`config.mk`:
```
export PLATFORM = sky130hd
export DESIGN_NAME = spi_slave
export DESIGN_NICKNAME = d
export VERILOG_FILES = /design/src/rtl/spi_pkg.sv /design/src/rtl/spi_tx_shift.sv /design/src/rtl/spi_slave.sv
export SDC_FILE = /design/constraint.sdc
export NUM_CORES = 1
export LEC_CHECK = 0
export BUFFER_PORTS_ARGS = -buffer_cell sky130_fd_sc_hd__buf_2
export CAP_MARGIN = 20
export CORE_MARGIN = 2
export CORE_UTILIZATION = 55
export CTS_BUF_LIST = sky130_fd_sc_hd__clkbuf_4 sky130_fd_sc_hd__clkbuf_8
export CTS_CLUSTER_SIZE = 24
export DETAILED_ROUTE_END_ITERATION = 8
export PLACE_DENSITY = 0.77
export SYNTH_ARGS = -nofsm -noshare
export SYNTH_HDL_FRONTEND = slang
export SYNTH_SLANG_ARGS = --single-unit
```
`constraint.sdc`:
```
create_clock -name clk -period 2.3 [get_ports clk]
set_input_delay 0.46 -clock clk [delete_from_list [all_inputs] [get_ports clk]]
set_output_delay 0.46 -clock clk [all_outputs]
set_load 0.05 [all_outputs]
```
`src/rtl/spi_pkg.sv`:
```
// Shared types and constants for the SPI slave front end.
package spi_pkg;

   typedef enum logic [2:0] {
      IDLE,
      CHK_CMD,
      WRITE,
      READ_ADD,
      READ_DATA
   } state_e;

   localparam logic [1:0] CMD_WR_ADDR = 2'b00;
   localparam logic [1:0] CMD_WR_DATA = 2'b01;
   localparam logic [1:0] CMD_RD_ADDR = 2'b10;
   localparam logic [1:0] CMD_RD_DATA = 2'b11;

   localparam int PAYLOAD_W = 10;

endpackage

```
`src/rtl/spi_tx_shift.sv`:
```
// Parallel-load shift register that serialises the RAM read byte onto MISO, MSB first.
// The MSB goes straight to the registered MISO bit on load; remaining bits follow one per shift.
module spi_tx_shift #(
   parameter int DATA_W = 8
) (
   input  logic              clk_i,
   input  logic              rst_ni,
   input  logic              clear_i,
   input  logic              load_i,
   input  logic              shift_i,
   input  logic [DATA_W-1:0] data_i,
   output logic              miso_o
);

   logic [DATA_W-1:0] shift_q, shift_d;
   logic              miso_q, miso_d;

   // Next-state selection: clear wins over load, load wins over shift; zeros are shifted in behind the data
   always_comb begin
      shift_d = shift_q;
      miso_d  = miso_q;
      if (clear_i) begin
         shift_d = '0;
         miso_d  = 1'b0;
      end else if (load_i) begin
         shift_d = {data_i[DATA_W-2:0], 1'b0};
         miso_d  = data_i[DATA_W-1];
      end else if (shift_i) begin
         shift_d = {shift_q[DATA_W-2:0], 1'b0};
         miso_d  = shift_q[DATA_W-1];
      end
   end

   // Register the shifter and the MISO bit so MISO only changes after a clock edge
   always_ff @(posedge clk_i or negedge rst_ni) begin
      if (!rst_ni) begin
         shift_q <= '0;
         miso_q  <= 1'b0;
      end else begin
         shift_q <= shift_d;
         miso_q  <= miso_d;
      end
   end

   assign miso_o = miso_q;

endmodule

```
`src/rtl/spi_slave.sv`:
```
// SPI slave front end: frames MOSI words under SS_n, forwards them to the RAM, and returns read bytes on MISO.
module spi_slave
   import spi_pkg::*;
#(
   parameter int DATA_W = 8
) (
   input  logic              clk,
   input  logic              rst_n,
   input  logic              SS_n,
   input  logic              MOSI,
   output logic              MISO,
   output logic [DATA_W+1:0] rx_data,
   output logic              rx_valid,
   input  logic [DATA_W-1:0] tx_data,
   input  logic              tx_valid
);

   localparam int PW = DATA_W + 2;

   state_e          state_q;
   logic [3:0]      count_q;
   logic [PW-2:0]   payload_q;
   logic [PW-1:0]   rxData_q;
   logic            rxValid_q;
   logic            rdAddrSeen_q;
   logic            payloadDone_q;
   logic            loaded_q;
   logic            txDone_q;

   logic            loadEn;
   logic            shiftEn;

   // Read-byte handshake: take the RAM byte once per frame, then clock it out one bit per cycle
   always_comb begin
      loadEn  = (state_q == READ_DATA) && !SS_n && payloadDone_q && !loaded_q && tx_valid;
      shiftEn = (state_q == READ_DATA) && !SS_n && loaded_q && !txDone_q;
   end

   // Frame FSM: selector decode, payload assembly, rx strobe, and read-byte bookkeeping
   always_ff @(posedge clk or negedge rst_n) begin
      if (!rst_n) begin
         state_q       <= IDLE;
         count_q       <= '0;
         payload_q     <= '0;
         rxData_q      <= '0;
         rxValid_q     <= 1'b0;
         rdAddrSeen_q  <= 1'b0;
         payloadDone_q <= 1'b0;
         loaded_q      <= 1'b0;
         txDone_q      <= 1'b0;
      end else begin
         rxValid_q <= 1'b0;
         if (state_q != IDLE && SS_n) begin
            state_q       <= IDLE;
            count_q       <= '0;
            payloadDone_q <= 1'b0;
            loaded_q      <= 1'b0;
            txDone_q      <= 1'b0;
         end else begin
            case (state_q)
               IDLE: begin
                  count_q       <= '0;
                  payloadDone_q <= 1'b0;
                  loaded_q      <= 1'b0;
                  txDone_q      <= 1'b0;
                  if (!SS_n) begin
                     state_q <= CHK_CMD;
                  end
               end
               CHK_CMD: begin
                  count_q <= '0;
                  if (!MOSI) begin
                     state_q <= WRITE;
                  end else if (rdAddrSeen_q) begin
                     state_q <= READ_DATA;
                  end else begin
                     state_q <= READ_ADD;
                  end
               end
               default: begin
                  if (!payloadDone_q) begin
                     payload_q <= {payload_q[PW-3:0], MOSI};
                     if (count_q == 4'(PW - 1)) begin
                        rxData_q      <= {payload_q, MOSI};
                        rxValid_q     <= 1'b1;
                        payloadDone_q <= 1'b1;
                        count_q       <= '0;
                        if (state_q == READ_ADD) begin
                           rdAddrSeen_q <= 1'b1;
                        end
                     end else begin
                        count_q <= count_q + 4'd1;
                     end
                  end else if (state_q == READ_DATA) begin
                     if (loadEn) begin
                        loaded_q <= 1'b1;
                        count_q  <= '0;
                     end else if (shiftEn) begin
                        count_q <= count_q + 4'd1;
                        if (count_q == 4'(DATA_W - 1)) begin
                           txDone_q     <= 1'b1;
                           rdAddrSeen_q <= 1'b0;
                        end
                     end
                  end
               end
            endcase
         end
      end
   end

   spi_tx_shift #(
      .DATA_W(DATA_W)
   ) uTxShift (
      .clk_i  (clk),
      .rst_ni (rst_n),
      .clear_i(SS_n),
      .load_i (loadEn),
      .shift_i(shiftEn),
      .data_i (tx_data),
      .miso_o (MISO)
   );

   assign rx_data  = rxData_q;
   assign rx_valid = rxValid_q;

endmodule

```
==> impl_metrics.tcl <==
set metrics [dict create \
    cp_slowest_stage_delay_ps 570 \
    synth_top_area_cell "dfrtp_1" \
    drt_first_pass_iters 6 \
    initialDrtViolationCount 40 \
    dpl_cell_area_um2 1930 \
    insertion_delay_ps 330 \
    ctsResizeCount 0 \
    core_um2 3080 \
    cts-root-buf "clkbuf_4" \
    skew_ps 10.8 \
    grt_max_degree 40 \
    place_ws_ps 417 \
    avgRoutedWirePerCell_um 14.8 \
    finalNonFillerCells 207 \
    dp_cells 199 \
    synth_top_area_share_pct 54.6 \
    antenna_found_initial 0 \
    rsz0062_at_grt "false" \
    postCtsSetupRepairBufs 0 \
    cts.clk_slew.worst_paths_ps 120 \
    die_h_um 61.0 \
    grt_usage_pct 19.5 \
    vias 1140 \
    io_pins 25 \
    yosysWarnings 0 \
    status "completed" \
    htreeDepth 2 \
    syn_nets 151 \
    mostFrequentLayoutCells "39 x dfrtp_1, 24 x buf_2, 19 x mux2_2" \
    cp-end-kind "register" \
    post-route-period-util_pct 82.6 \
    numCtsBuffers 5 \
    slew_violations 0 \
    via_per_inst 5.51 \
    final-hold-violation-count 0 \
    hpwl_mm 2.15 \
    netlist_instances 136 \
    finalSetupViolations 0 \
    worstPathRequired_ps 2530 \
    grt_pass1_wl_mm 5.29 \
    design_area_um2 2010 \
    cts_tree "yes" \
    syn_area_per_cell_um2 13.1 \
    crit_family "simple AND/OR/NAND/NOR gates" \
    synthTopCellsByArea "dfrtp_1 55%, mux2_2 12%, a22o_2 3.9%" \
    drc_errors 0 \
    drive_gt1_share_pct 42.9 \
    crit_buf_inv 0 \
    maxSlewHeadroom_pct 44.9 \
    p_leak_uw 0.00102 \
    arrival_ps 2130 \
    final_common_cell "dfrtp_1" \
    slowest_stage "or3b_1" \
    path_cells "or3b_1 -> o2111ai_4 -> and2_4 -> mux2_4" \
    synth_seq_cells 39 \
    r2r_slack_ps 400 \
    port_buffers 24 \
    seq_area_frac_synth_pct 54.6 \
    routabilityCongestion 0.774 \
    post-route-min-period_ps 1900 \
    finalSetupTns_ps 0 \
    fmax_ghz 0.526 \
    overflow 0 \
    holdBufCountCts 0 \
    crit_fanout 9 \
    area_delta_synth_final_pct 12.7 \
    finalNetCount 177 \
    holdCritPathClass "input port to asynchronous set/reset pin" \
    ys_types 38 \
    netlist_area_um2 1790 \
    wirelength_mm 3.07 \
    die-width_um 61.0 \
    diodes 0 \
    cts.path.max_buffers 2 \
    ir_worst_vdd_mv 0.527 \
    die-area_um2 3720 \
    tightest_slew_ps 826 \
    fin_ws_ps 400 \
    clock-sinks 39 \
    cap_violations 0 \
    cp-start-kind "register" \
    timing_worst_setup_path_type "register to register" \
    grt_pass1_vias 1198 \
    p_per_area_nw_per_um2 707 \
    antenna_left 0 \
    start_util_pct 58.0 \
    rows 20 \
]
==> metrics by stage <==
step	hold WS [ps]	util [%]	power [uW]
2_1_floorplan	164	-	912
3_3_place_gp	452	62.6	951
3_5_place_dp	461	62.6	964
4_1_cts	238	65.4	1440
5_1_grt	275	65.4	1500
6_report	211	65.4	1420
==> synthesized netlist by cell type (all sizes together) <==
library cell,number
o2bb2ai,3
a21oi,4
nor2b,1
o21ai,1
or3b,2
ha,2
o21a,1
nand4,1
buf,6
inv,3
a21o,7
nand3,1
nand3b,2
nand2,3
o211ai,3
nand4b,2
and2,1
nand4bb,1
and3,1
mux2i,1
a21boi,1
dfrtp,39
o22ai,1
nor3,3
a31oi,1
nand2b,4
or2,1
nor2,10
o2111ai,1
a22o,8
mux2,20
o21ba,1
==> path summary, 6_finish.rpt <==
| kind | cells after the start | end | from |
|---|---|---|---|
| min in group clk | 2 | uTxShift.shift_q[1]$_DFFE_PN0P_ | tx_data[0] |
| hold / removal | 1 | count_q[3]$_DFFE_PN0P_ | rst_n |
| setup / recovery | 4 | count_q[1]$_DFFE_PN0P_ | state_q[1]$_DFFE_PN0P_ |
| setup reg to reg | 4 | count_q[1]$_DFFE_PN0P_ | state_q[1]$_DFFE_PN0P_ |
| max in group asynchronous | 1 | payloadDone_q$_DFFE_PN0P_ | rst_n |
| hold reg to reg | 1 | uTxShift.miso_o$_DFFE_PN0P_ | uTxShift.miso_o$_DFFE_PN0P_ |
==> routing by layer <==
metal	up-vias	part of all wire, %	global-route usage (%)
met5	-	0	0
met3	5	3.6	5.33
met4	0	1.3	9.01
met1	567	48	26.8
met2	23	47	28.9
li1	545	-	-
==> state kept, by name (all words and copies together) (netlist names) <==
signal / count
count_q: 4
loaded_q: 1
payloadDone_q: 1
payload_q: 9
rdAddrSeen_q: 1
rx_data: 10
rx_valid: 1
state_q: 3
txDone_q: 1
uTxShift.miso_o: 1
uTxShift.shift_q: 7
==> where the power goes <==
group | internal (uW) | total (uW) | switching (uW)
registers | 759 | 815 | 55.9
clock network | 257 | 474 | 217
logic | 76.0 | 134 | 58.0
==> area by class of cell <==
class,instances,area (um2)
fill,241,1060
sequential,39,976
clock buffer,6,51.3
tap,44,55.1
multi-input combinational,88,757
inverter,3,11.3
timing repair buffer,25,128
clock inverter,2,35.0
==> cell families (layout without fill, tap and decap cells) <==
kind of cell / count (synthesis) / count (layout) / share of synthesized area (%)
DFF: 39 / 39 / 54.6
and+or+nand+nor: 33 / 33 / 12.3
AOI/OAI and AO/OA: 32 / 32 / 15.3
muxes: 21 / 21 / 13.4
buffers and inverters: 9 / 36 / 3.01
adders and majority gates: 2 / 2 / 1.40
(Power assumes the default switching activity.)
